### config.mk
export PLATFORM = sky130hd
export DESIGN_NAME = lc3_controller
export DESIGN_NICKNAME = d
export VERILOG_FILES = /design/src/rtl/lc3_pkg.sv /design/src/rtl/lc3_ctrl_outputs.sv /design/src/rtl/lc3_controller.sv
export SDC_FILE = /design/constraint.sdc
export NUM_CORES = 1
export LEC_CHECK = 0
export CORE_MARGIN = 1.5
export CORE_UTILIZATION = 37
export CTS_CLUSTER_SIZE = 8
export DETAILED_ROUTE_END_ITERATION = 16
export GPL_TIMING_DRIVEN = 0
export HOLD_SLACK_MARGIN = 0.1
export PLACE_DENSITY = 0.78
export SKIP_CTS_REPAIR_TIMING = 1
export SLEW_MARGIN = 30
export SYNTH_ARGS = -nofsm -noshare
export SYNTH_HDL_FRONTEND = slang
export SYNTH_SLANG_ARGS = --single-unit
### constraint.sdc
create_clock -name clk -period 1.63 [get_ports clk]
set_clock_uncertainty 0.15 [all_clocks]
set_input_delay 0.326 -clock clk [delete_from_list [all_inputs] [get_ports clk]]
set_output_delay 0.326 -clock clk [all_outputs]
set_load 0.05 [all_outputs]
### src/rtl/lc3_pkg.sv
// Shared types and encodings for the LC-3 multi-cycle controller.
// Optional JSR support is enabled by defining LC3_JSR_EN.
package lc3_pkg;

  typedef enum logic [3:0] {
    OpBr = 4'h0, OpAdd, OpLd, OpSt, OpJsr, OpAnd, OpLdr, OpStr,
    OpRti, OpNot, OpLdi, OpSti, OpJmp, OpRes, OpLea, OpTrap
  } opcode_e;

  typedef enum logic [4:0] {
    StFetch0, StFetch1, StFetch2, StDecode, StAluEx, StBrEx, StJmpEx, StLeaEx,
    StAddr, StMemRd, StMemWb, StIndRd, StIndLd, StStData, StMemWr, StJsrSave, StJsrJmp
  } state_e;

  localparam logic [1:0] AluAdd  = 2'b00;
  localparam logic [1:0] AluAnd  = 2'b01;
  localparam logic [1:0] AluNot  = 2'b10;
  localparam logic [1:0] AluPass = 2'b11;

  localparam logic [1:0] PcInc = 2'b00;
  localparam logic [1:0] PcEab = 2'b01;
  localparam logic [1:0] PcBus = 2'b10;

  localparam logic [1:0] Eab2Zero  = 2'b00;
  localparam logic [1:0] Eab2Off6  = 2'b01;
  localparam logic [1:0] Eab2Off9  = 2'b10;
  localparam logic [1:0] Eab2Off11 = 2'b11;

  typedef struct packed {
    logic       mem_en;
    logic       mem_we;
    logic       ena_alu;
    logic       ena_marm;
    logic       ena_pc;
    logic       ena_mdr;
    logic       ld_pc;
    logic       ld_ir;
    logic       ld_mar;
    logic       ld_mdr;
    logic       reg_we;
    logic       flag_we;
    logic       sel_eab1;
    logic       sel_mar;
    logic       sel_mdr;
    logic [1:0] sel_pc;
    logic [1:0] sel_eab2;
    logic [1:0] alu_control;
    logic [2:0] sr1;
    logic [2:0] sr2;
    logic [2:0] dr;
    logic       illegal;
  } ctrl_t;

  function automatic logic op_illegal(input opcode_e op);
    case (op)
      OpRti, OpTrap, OpRes: return 1'b1;
`ifndef LC3_JSR_EN
      OpJsr:                return 1'b1;
`endif
      default:              return 1'b0;
    endcase
  endfunction

endpackage

### src/rtl/lc3_ctrl_outputs.sv
// Combinational decode of controller state, IR and flags into the datapath control bundle.
module lc3_ctrl_outputs
  import lc3_pkg::*;
(
  input  logic        active_i,
  input  state_e      state_i,
  input  logic [15:0] ir_i,
  input  logic        n_i,
  input  logic        z_i,
  input  logic        p_i,
  input  logic        mem_rdy_i,
  output ctrl_t       ctrl_o
);

  opcode_e op;
  logic    br_taken;
  logic    unused_ir_bits;

  assign op             = opcode_e'(ir_i[15:12]);
  assign br_taken       = (ir_i[11] & n_i) | (ir_i[10] & z_i) | (ir_i[9] & p_i);
  assign unused_ir_bits = ^ir_i[5:3];

  always_comb begin
    ctrl_o = '0;
    if (active_i) begin
      ctrl_o.sr1 = ir_i[8:6];
      ctrl_o.sr2 = ir_i[2:0];
      ctrl_o.dr  = ir_i[11:9];
      unique case (state_i)
        StFetch0: begin
          ctrl_o.ena_pc = 1'b1;
          ctrl_o.ld_mar = 1'b1;
          ctrl_o.ld_pc  = 1'b1;
          ctrl_o.sel_pc = PcInc;
        end
        StFetch1, StIndRd, StMemRd: begin
          ctrl_o.mem_en  = 1'b1;
          ctrl_o.sel_mdr = 1'b1;
          ctrl_o.ld_mdr  = mem_rdy_i;
        end
        StFetch2: begin
          ctrl_o.ena_mdr = 1'b1;
          ctrl_o.ld_ir   = 1'b1;
        end
        StDecode: ctrl_o.illegal = op_illegal(op);
        StAluEx: begin
          ctrl_o.ena_alu = 1'b1;
          ctrl_o.reg_we  = 1'b1;
          ctrl_o.flag_we = 1'b1;
          case (op)
            OpAnd:   ctrl_o.alu_control = AluAnd;
            OpNot:   ctrl_o.alu_control = AluNot;
            default: ctrl_o.alu_control = AluAdd;
          endcase
        end
        StBrEx: begin
          if (br_taken) begin
            ctrl_o.ld_pc    = 1'b1;
            ctrl_o.sel_pc   = PcEab;
            ctrl_o.sel_eab1 = 1'b0;
            ctrl_o.sel_eab2 = Eab2Off9;
          end
        end
        StJmpEx: begin
          ctrl_o.sel_eab1 = 1'b1;
          ctrl_o.sel_eab2 = Eab2Zero;
          ctrl_o.sel_pc   = PcEab;
          ctrl_o.ld_pc    = 1'b1;
        end
        StLeaEx: begin
          ctrl_o.sel_eab2 = Eab2Off9;
          ctrl_o.ena_marm = 1'b1;
          ctrl_o.reg_we   = 1'b1;
          ctrl_o.flag_we  = 1'b1;
        end
        StAddr: begin
          ctrl_o.ena_marm = 1'b1;
          ctrl_o.ld_mar   = 1'b1;
          if (op == OpLdr || op == OpStr) begin
            ctrl_o.sel_eab1 = 1'b1;
            ctrl_o.sel_eab2 = Eab2Off6;
          end else begin
            ctrl_o.sel_eab2 = Eab2Off9;
          end
        end
        StMemWb: begin
          ctrl_o.ena_mdr = 1'b1;
          ctrl_o.reg_we  = 1'b1;
          ctrl_o.flag_we = 1'b1;
        end
        StIndLd: begin
          // Pointer comes off the bus from MDR, not from the EAB adder.
          ctrl_o.ena_mdr = 1'b1;
          ctrl_o.ld_mar  = 1'b1;
          ctrl_o.sel_mar = 1'b1;
        end
        StStData: begin
          ctrl_o.sr1         = ir_i[11:9];
          ctrl_o.alu_control = AluPass;
          ctrl_o.ena_alu     = 1'b1;
          ctrl_o.sel_mdr     = 1'b0;
          ctrl_o.ld_mdr      = 1'b1;
        end
        StMemWr: begin
          ctrl_o.mem_en = 1'b1;
          ctrl_o.mem_we = 1'b1;
        end
        StJsrSave: begin
          ctrl_o.ena_pc = 1'b1;
          ctrl_o.dr     = 3'd7;
          ctrl_o.reg_we = 1'b1;
        end
        StJsrJmp: begin
          ctrl_o.ld_pc  = 1'b1;
          ctrl_o.sel_pc = PcEab;
          if (ir_i[11]) begin
            ctrl_o.sel_eab2 = Eab2Off11;
          end else begin
            ctrl_o.sel_eab1 = 1'b1;
            ctrl_o.sel_eab2 = Eab2Zero;
          end
        end
        default: ;
      endcase
    end
  end

endmodule

### src/rtl/lc3_controller.sv
// LC-3 multi-cycle control unit: state register and next-state logic.
// Define LC3_JSR_EN to support JSR/JSRR (opcode 0100); otherwise it decodes as illegal.
module lc3_controller
  import lc3_pkg::*;
(
  input  logic        clk,
  input  logic        rst,
  input  logic [15:0] IR,
  input  logic        N,
  input  logic        Z,
  input  logic        P,
  input  logic        mem_rdy,
  output logic        memEN,
  output logic        memWE,
  output logic        enaALU,
  output logic        enaMARM,
  output logic        enaPC,
  output logic        enaMDR,
  output logic        ldPC,
  output logic        ldIR,
  output logic        ldMAR,
  output logic        ldMDR,
  output logic        regWE,
  output logic        flagWE,
  output logic        selEAB1,
  output logic        selMAR,
  output logic        selMDR,
  output logic [1:0]  selPC,
  output logic [1:0]  selEAB2,
  output logic [1:0]  aluControl,
  output logic [2:0]  SR1,
  output logic [2:0]  SR2,
  output logic [2:0]  DR,
  output logic        illegal
);

  state_e  state_q, state_d;
  opcode_e op;
  ctrl_t   ctrl;

  assign op = opcode_e'(IR[15:12]);

  always_ff @(posedge clk or negedge rst) begin
    if (!rst) state_q <= StFetch0;
    else      state_q <= state_d;
  end

  always_comb begin
    state_d = state_q;
    unique case (state_q)
      StFetch0: state_d = StFetch1;
      StFetch1: if (mem_rdy) state_d = StFetch2;
      StFetch2: state_d = StDecode;
      StDecode: begin
        case (op)
          OpAdd, OpAnd, OpNot:                    state_d = StAluEx;
          OpBr:                                   state_d = StBrEx;
          OpJmp:                                  state_d = StJmpEx;
          OpLea:                                  state_d = StLeaEx;
          OpLd, OpLdr, OpLdi, OpSt, OpStr, OpSti: state_d = StAddr;
`ifdef LC3_JSR_EN
          OpJsr:                                  state_d = StJsrSave;
`endif
          default:                                state_d = StFetch0;
        endcase
      end
      StAddr: begin
        case (op)
          OpLdi, OpSti: state_d = StIndRd;
          OpSt, OpStr:  state_d = StStData;
          default:      state_d = StMemRd;
        endcase
      end
      StIndRd:   if (mem_rdy) state_d = StIndLd;
      StIndLd:   state_d = (op == OpSti) ? StStData : StMemRd;
      StMemRd:   if (mem_rdy) state_d = StMemWb;
      StStData:  state_d = StMemWr;
      StMemWr:   if (mem_rdy) state_d = StFetch0;
      StJsrSave: state_d = StJsrJmp;
      default:   state_d = StFetch0;
    endcase
  end

  lc3_ctrl_outputs u_outputs (
    .active_i  (rst),
    .state_i   (state_q),
    .ir_i      (IR),
    .n_i       (N),
    .z_i       (Z),
    .p_i       (P),
    .mem_rdy_i (mem_rdy),
    .ctrl_o    (ctrl)
  );

  assign memEN      = ctrl.mem_en;
  assign memWE      = ctrl.mem_we;
  assign enaALU     = ctrl.ena_alu;
  assign enaMARM    = ctrl.ena_marm;
  assign enaPC      = ctrl.ena_pc;
  assign enaMDR     = ctrl.ena_mdr;
  assign ldPC       = ctrl.ld_pc;
  assign ldIR       = ctrl.ld_ir;
  assign ldMAR      = ctrl.ld_mar;
  assign ldMDR      = ctrl.ld_mdr;
  assign regWE      = ctrl.reg_we;
  assign flagWE     = ctrl.flag_we;
  assign selEAB1    = ctrl.sel_eab1;
  assign selMAR     = ctrl.sel_mar;
  assign selMDR     = ctrl.sel_mdr;
  assign selPC      = ctrl.sel_pc;
  assign selEAB2    = ctrl.sel_eab2;
  assign aluControl = ctrl.alu_control;
  assign SR1        = ctrl.sr1;
  assign SR2        = ctrl.sr2;
  assign DR         = ctrl.dr;
  assign illegal    = ctrl.illegal;

endmodule

# Yosys cells after proc, flatten, opt, wreduce, memory -nomap -nowiden
# Memories as Yosys holds them, arrays and structs flattened.
# Index checks and enable logic that the tools add are counted.
# totals
rom_bits	64
reg_bits	5
wordCells	92
in_bits	22
output_inout_bits	31
mem_count	1
# mem_list
name	depth	width	read_ports	rd_ports_with_merged_regs	write_ports	line_no	source
(name not given)	16	4	1	0	0	lc3_controller.sv:55	case (op)
# op_classes
bitwise_logic	5
n_reduce_logical	17
n_eq_ne	31
n_mux	37
# op_table
op	n
$pmux W5 S11	1
$eq A5 B4 Y1 const B	8
$mux W31	1
$eq A4 B4 Y1 const B	6
$eq A5 B3 Y1 const B	4
$mux W5	4
$mux W1	17
$eq A4 B3 Y1 const B	4
$reduce_or A3 Y1	5
$mux W3	4
$reduce_or A2 Y1	6
$reduce_or A4 Y1	3
$eq A5 B2 Y1 const B	2
$ne A2 B2 Y1 const B	4
$pmux W2 S2	2
$pmux W2 S4	1
$pmux W1 S2	3
$pmux W3 S2	1
$eq A5 B1 Y1 const B	1
$eq A5 B5 Y1 const B	1
$logic_not A5 Y1	1
$eq A4 B2 Y1 const B	1
$mux W2	2
$reduce_and A4 Y1	1
other kinds (4)	7

# Logic depth before layout (Yosys ltp)
# Gate-level depths: netlist of run 1.
# logic_depth
ltp_word	6
mapped_depth	6
ltp_nobuf	4

# By module
# Synthesis of run 1 repeated with hierarchy kept, for this count alone.
# unflattened
hier_cells	158
area_unflattened_um2	1038.5
# by_module_without_submodules
mod	seq_area_each_um2	area_each_um2	cells_per_inst	instances
lc3_ctrl_outputs	0.0	580.6	99	1
lc3_controller	125.1	457.9	59	1

# Least setup slack after synthesis of run 1
# OpenSTA, ideal clock, no wires.
# synth_timing
path_kind	register -> output
from	register state_q[0]
to	output enaALU
arrival_time_ns	3.243
stages_incl_launch_ff	4
path_slack_ns	-2.089
cell_sequence	dfrtp_1 -> buf_4 -> or2_2 -> a2111oi_0
# synth_via
elab_chain_len	4
word_cells_on_any_way	5
classes_between	eq/ne: 2; mux: 2; reduce/logical: 1
# synth_rtl
item	line_no	source
start: declaration	lc3_controller.sv:37	state_e state_q, state_d;
start signal: assignment	lc3_controller.sv:44	if (!rst) state_q <= StFetch0;
start signal: assignment	lc3_controller.sv:45	else state_q <= state_d;
$eq A5 B4 Y1 / $eq A5 B3 Y1 (equally long branches)	lc3_ctrl_outputs.sv:29	unique case (state_i)
$reduce_or A2 Y1 (no line) (*)	--	
$mux W1 (*)	lc3_ctrl_outputs.sv:29	
$mux W31 (*)	lc3_ctrl_outputs.sv:25	if (active_i) begin
end: declaration	lc3_controller.sv:15	output logic enaALU,
# Every way passes the cells marked *; elsewhere a longest branch is shown, timed or not.

# Final worst setup path of run 1
# layout_timing
from	register state_q[0]
to	output aluControl[0]
# layout_via
elab_chain_len	3
word_cells_on_any_way	4
classes_between	eq/ne: 2; mux: 2
# layout_rtl
item	line_no	source
$eq A5 B4 Y1 / $eq A5 B3 Y1 (equally long branches)	lc3_ctrl_outputs.sv:29	
$pmux W2 S2 (*)	lc3_ctrl_outputs.sv:29	
$mux W31 (*)	lc3_ctrl_outputs.sv:25	
end: declaration	lc3_controller.sv:30	output logic [1:0] aluControl,
# Marked as above.

==> flow_summary.ini, run 1 <==
[critical_path]
crit_slowest_cell = dfrtp_1
slowest_delay_ns = 0.41
path_class = reg -> out
worstPathArrival_ns = 1.84
crit_path_start_kind = register
crit_fanout = 5
crit_required_ns = 1.15
critPathBufInv = 3
setup.worst_path.end_class = output pin
cp_cell_sequence = buf_6 -> or2_4 -> nor2_2 -> nand4b_1 -> buf_6 -> o21ai_4 -> buf_6
crit_family = simple AND/OR/NAND/NOR gates
path_common_cell = buf_6

[synth]
yosysTopAreaCellShare = 0.1168
avgSynthCellArea_um2 = 6.375
syn_area_um2 = 1071
postSynth.asyncResetShare = 1.000
ys.flop_type = dfrtp_1
synth_cells = 168
yosys.cell_types.count = 48
synth_edf_count = 0
synthesis.nets = 190
synth_largest_area_cell = dfrtp_1
synth-seq-area-share = 0.1168
synth.area.top_cells = dfrtp_1, a21oi_1, nor2_1
yosys_warnings = 0
synth_seq_cells = 5

[timing]
setup-violations-final = 32
period_needed_ns = 2.319
max_freq_mhz = 431.2
drv_slew = 0
finalWorstSetupSlack_ns = -0.6889
min_period_over_period = 1.423
timing.hold.ws_ns = 0.3662
finalHoldViolCount = 0
rsz0062_at_grt = yes

[layout]
final_common_cell = buf_6
fill_cells = 94
area_growth_pct = 138.8
seq_area_um2 = 126.4
largest_register_ffs = 5
finish.utilization = 0.9274
regMostFlops = state_q
multiInputGateArea_um2 = 1343
largestRegisters = state_q: 5 flops
n_antenna_cell = 0
drive_above_1_share = 0.6087
final_cell_mix = buf_6, buf_4, nor2_1
nNetsFinal = 276

[global_routing]
grt_pass1_wl_um = 6693
grt_max_degree = 11
antenna_found_initial = 0
grt_usage = 0.2571
globalRouteOverflowTotal = 0
grt_pass1_vias = 1431
use_met3 = 0.03226
busiest_layer = met2
grtUsageMet1 = 0.3413
use_met2 = 0.4485

[pwr]
cellLeakagePower_uw = 0.001085
ir_drop_mv = 1.513
p_per_area_nw_per_um2 = 1259

[drt]
routed_wl_um = 6583
drt.antenna.violating_nets = 0
first_pass_iters = 7
drc = 0
viasPerCell = 6.539
via_count = 1857
wl_per_cell_um = 23.18
drtIter0Drc = 178

[clock_tree]
clock-root-buffer = clkbuf_4
cts_buffers = 3
cts_sinks = 5
cts_buffer_depth = 2
clk_pin_slew_ns = 0.04
cts_tree = done
insertion_delay_ns = 0.26
htree_levels = 1

[placement]
gp_congestion = 0.9368
dp_hpwl_um = 3072
port_buffers = 46

[die]
start_util = 0.3884
ios = 53
core_area_um2 = 2758
dieArea_um2 = 3226
dieWidth_um = 56.80
num_rows = 19
dieHeight_um = 56.80

[hold_path]
min_path_type = in -> reg

[job]
max-cap-violations = 0

[status]
violations = negative setup slack
run_status = finished, violations left
Yosys cell counts, types with 3 or more instances:
cell type	count
a21oi_1	16
and2_1	3
buf_2	4
buf_4	4
clkbuf_1	6
dfrtp_1	5
inv_1	4
mux2i_1	3
nand2_1	13
nand2b_1	7
nand3_1	7
nor2_1	18
nor2b_1	8
nor3_1	10
o21a_1	3
o21ai_0	7
or2_2	3
or3_1	5
per-layer routing:
layer,share of wire,vias to the layer above
met1,0.37,858
met3,0.10,39
met4,0.041,0
li1,-,775
met5,0,-
met2,0.49,185
worst register-to-register path, stage by stage (launching register included):
cell	delay, ns
dfrtp_1	0.40
buf_8	0.19
clkinv_8	0.08
dlymetal6s2s_1	0.19
buf_4	0.16
or3_1	0.36
a311oi_2	0.29
or3_1	0.17
power breakdown:
part	internal [uW]	switching (uW)
registers	168	57.8
clock network	93.5	64.1
logic	1140	1700
path summary, 6_finish.rpt:
check	cells after the start	to	startpoint	slack [ns]
worst min register to register	3	state_q[4]	state_q[1]	0.69
min in group asynchronous	2	state_q[2]	rst	0.48
worst max-delay path	7	aluControl[0]	state_q[0]	-0.69
max in group asynchronous	2	state_q[1]	rst	0.63
worst max register to register	7	state_q[2]	state_q[2]	-0.42
worst min-delay path	2	state_q[0]	IR[12]	0.37
cells by family after synthesis:
kind of cell	count (synthesis)	share of synthesized area
AO/OA/AOI/OAI	46	0.2839
XOR/XNOR	2	0.01636
buffers and inverters	22	0.1028
flip-flops	5	0.1168
multiplexers	3	0.02804
other	1	0.003501
AND/OR/NAND/NOR	89	0.4486
metrics by stage:
stage                     instance area, um^2  setup slack [ns]  TNS, ns  total power [uW]  cells
after floorplan                          1478           -0.3999   -5.724              1776    168
after global placement                   1977            -1.746   -43.82              2208    245
after detailed placement                 1977            -1.745   -44.07              2226    245
after CTS                                2003            -1.747   -43.26              2376    249
after global routing                     2557           -0.7308   -16.63              3299    284
final                                    2557           -0.6889   -15.40              3219    284
cell type report:
cell class	instances	share of cell area
buffer	17	0.07045
tap	31	0.01517
clock buffer	4	0.01027
timing repair buffer	81	0.3160
inverter	5	0.01370
sequential	5	0.04941
multi-input combinational	141	0.5250
Power figures use the tool's default switching activity.
==> run 2: changes to the inputs <==
Settings changed: PLACE_DENSITY 0.78 to 0.79.
==> run 2 against run 1 <==
The flow still finishes with violations (negative setup slack). Highest routed layer unchanged. Fmax decreased by 6.0%. Largest cell class unchanged. Die area is the same. Critical endpoint is now flagWE. Via count shrank 2.9%. Flip-flop and latch count unchanged.
==> flow_summary.ini, run 2 (synthesis results as in run 1) <==
[status]
run_status = finished, violations left
violations = negative setup slack

[drt]
via_count = 1803
wl_met2_um = 3113
drtIter0Drc = 156
first_pass_iters = 6
wl_per_cell_um = 21.65
viasPerCell = 6.416
dr_wl_met3_um = 592
maxUsedRoutingLayer = met4
routed_wl_um = 6083
drc = 0
drt.antenna.violating_nets = 0
drt-met1-wl_um = 2184

[timing]
finalWorstSetupSlack_ns = -0.8358
setup-violations-final = 31
drv_slew = 0
tns_ns = -16.29
max_freq_mhz = 405.5
min_period_over_period = 1.513
period_needed_ns = 2.466
rsz0062_at_grt = yes
finalHoldViolCount = 0

[critical_path]
path_class = reg -> out
slowest_delay_ns = 0.42
crit_fanout = 5
reg2reg_depth = 6
crit_family = simple AND/OR/NAND/NOR gates
critPathBufInv = 3
cp_cell_sequence = buf_6 -> buf_4 -> nor3b_2 -> a21oi_1 -> o21ai_0 -> nor2b_4 -> buf_6
worstPathArrival_ns = 1.99
crit_path_start_kind = register
setup.worst_path.end_class = output pin
crit_slowest_cell = dfrtp_1
timing.rr.start = state_q[2]
r2r_slack_ns = -0.34
r2r-end = state_q[2]
path_common_cell = buf_6
crit_required_ns = 1.15

[layout]
drive_above_1_share = 0.6120
final_cell_mix = buf_6, buf_4, nor2_1
fin_cells = 281
regMostFlops = state_q
area_growth_pct = 133.9
n_antenna_cell = 0
largest_register_ffs = 5
nNetsFinal = 273
largestRegisters = state_q: 5 flops
final_common_cell = buf_6

[placement]
placedCellCount = 245
port_buffers = 46
dp_hpwl_um = 3142
dp_worst_setup_slack_ns = -1.804
gp_congestion = 0.8993

[clock_tree]
htree_levels = 1
clk_pin_slew_ns = 0.05
cts_sinks = 5
cts_buffer_depth = 2
clock-root-buffer = clkbuf_4
cts_tree = done
insertion_delay_ns = 0.26
cts_buffers = 3

[global_routing]
globalRouteOverflowTotal = 0
grt_pass1_wl_um = 6969
antenna_found_initial = 0
grt_max_degree = 11
grt_pass1_vias = 1515
grt_usage = 0.2729

[pwr]
cellLeakagePower_uw = 0.001061
finalPower_uw = 3224
intPower_uw = 1427
clock_power_share = 0.049
ir_drop_mv = 1.542
comb_power_share = 0.880
seqPwrFrac = 0.071
p_per_area_nw_per_um2 = 1287
power.switching_uw = 1797
swShare = 0.5573

[die]
num_rows = 19
ios = 53
dieHeight_um = 56.80
start_util = 0.3884
dieWidth_um = 56.80
core_area_um2 = 2758
dieArea_um2 = 3226

[hold_path]
holdPathStages = 2
min_path_type = in -> reg
holdPathEnd = state_q[0]
min_from = IR[12]

[job]
max-cap-violations = 0
-- run 2: cell count changes in the layout (fill, tap and decap cells not counted), moves of 2 or more --
| cell | before | now |
|---|---|---|
| nand2_1 | 7 | 5 |
| dlymetal6s2s_1 | 8 | 6 |
| nor2_4 | 6 | 4 |
| nand2_2 | 3 | 5 |
| buf_8 | 5 | 2 |
| buf_6 | 38 | 40 |
| or3_4 | 2 | 0 |
| nor2_1 | 10 | 12 |
| or3_1 | 3 | 5 |
-- run 2: worst max path at each step --
stage	slack, ns	end	depth (start not counted)	start
2_1_floorplan	-0.40	illegal	3	state_q[2]
3_3_place_gp	-1.78	ldPC	5	rst
3_5_place_dp	-1.80	ldPC	5	rst
4_1_cts	-1.82	ldPC	5	rst
5_1_grt	-0.83	flagWE	7	state_q[2]
6_report	-0.84	flagWE	7	state_q[2]
-- run 2: metrics by stage --
step	util	instance area [um^2]	hold WS, ns
floorplan	-	1478	-0.1196
global placement	0.7169	1977	0.4720
detailed placement	0.7169	1977	0.4774
CTS	0.7264	2003	0.3076
global route	0.9083	2505	0.4070
finish	0.9083	2505	0.3713
-- run 2: area by class of cell --
type | instances | area (um^2)
multi-input combinational | 141 | 1328
fill | 103 | 252.7
sequential | 5 | 126.4
buffer | 17 | 178.9
tap | 31 | 38.79
inverter | 5 | 27.53
clock buffer | 4 | 26.28
timing repair buffer | 78 | 779.5
-- run 2: routing by layer --
metal	up-vias	GRT usage
li1	770	-
met1	865	0.3324
met2	137	0.4718
met3	31	0.06682
met4	0	0.08306
met5	-	0
-- run 2: power groups by stage --
| stage | clock network (uW) | logic, uW | registers (uW) |
|---|---|---|---|
| floorplan | 0 | 1590 | 190 |
| global placement | 0 | 2020 | 195 |
| detailed placement | 0 | 2040 | 199 |
| CTS | 152 | 2050 | 197 |
| global route | 167 | 2930 | 226 |
| finish | 159 | 2840 | 228 |
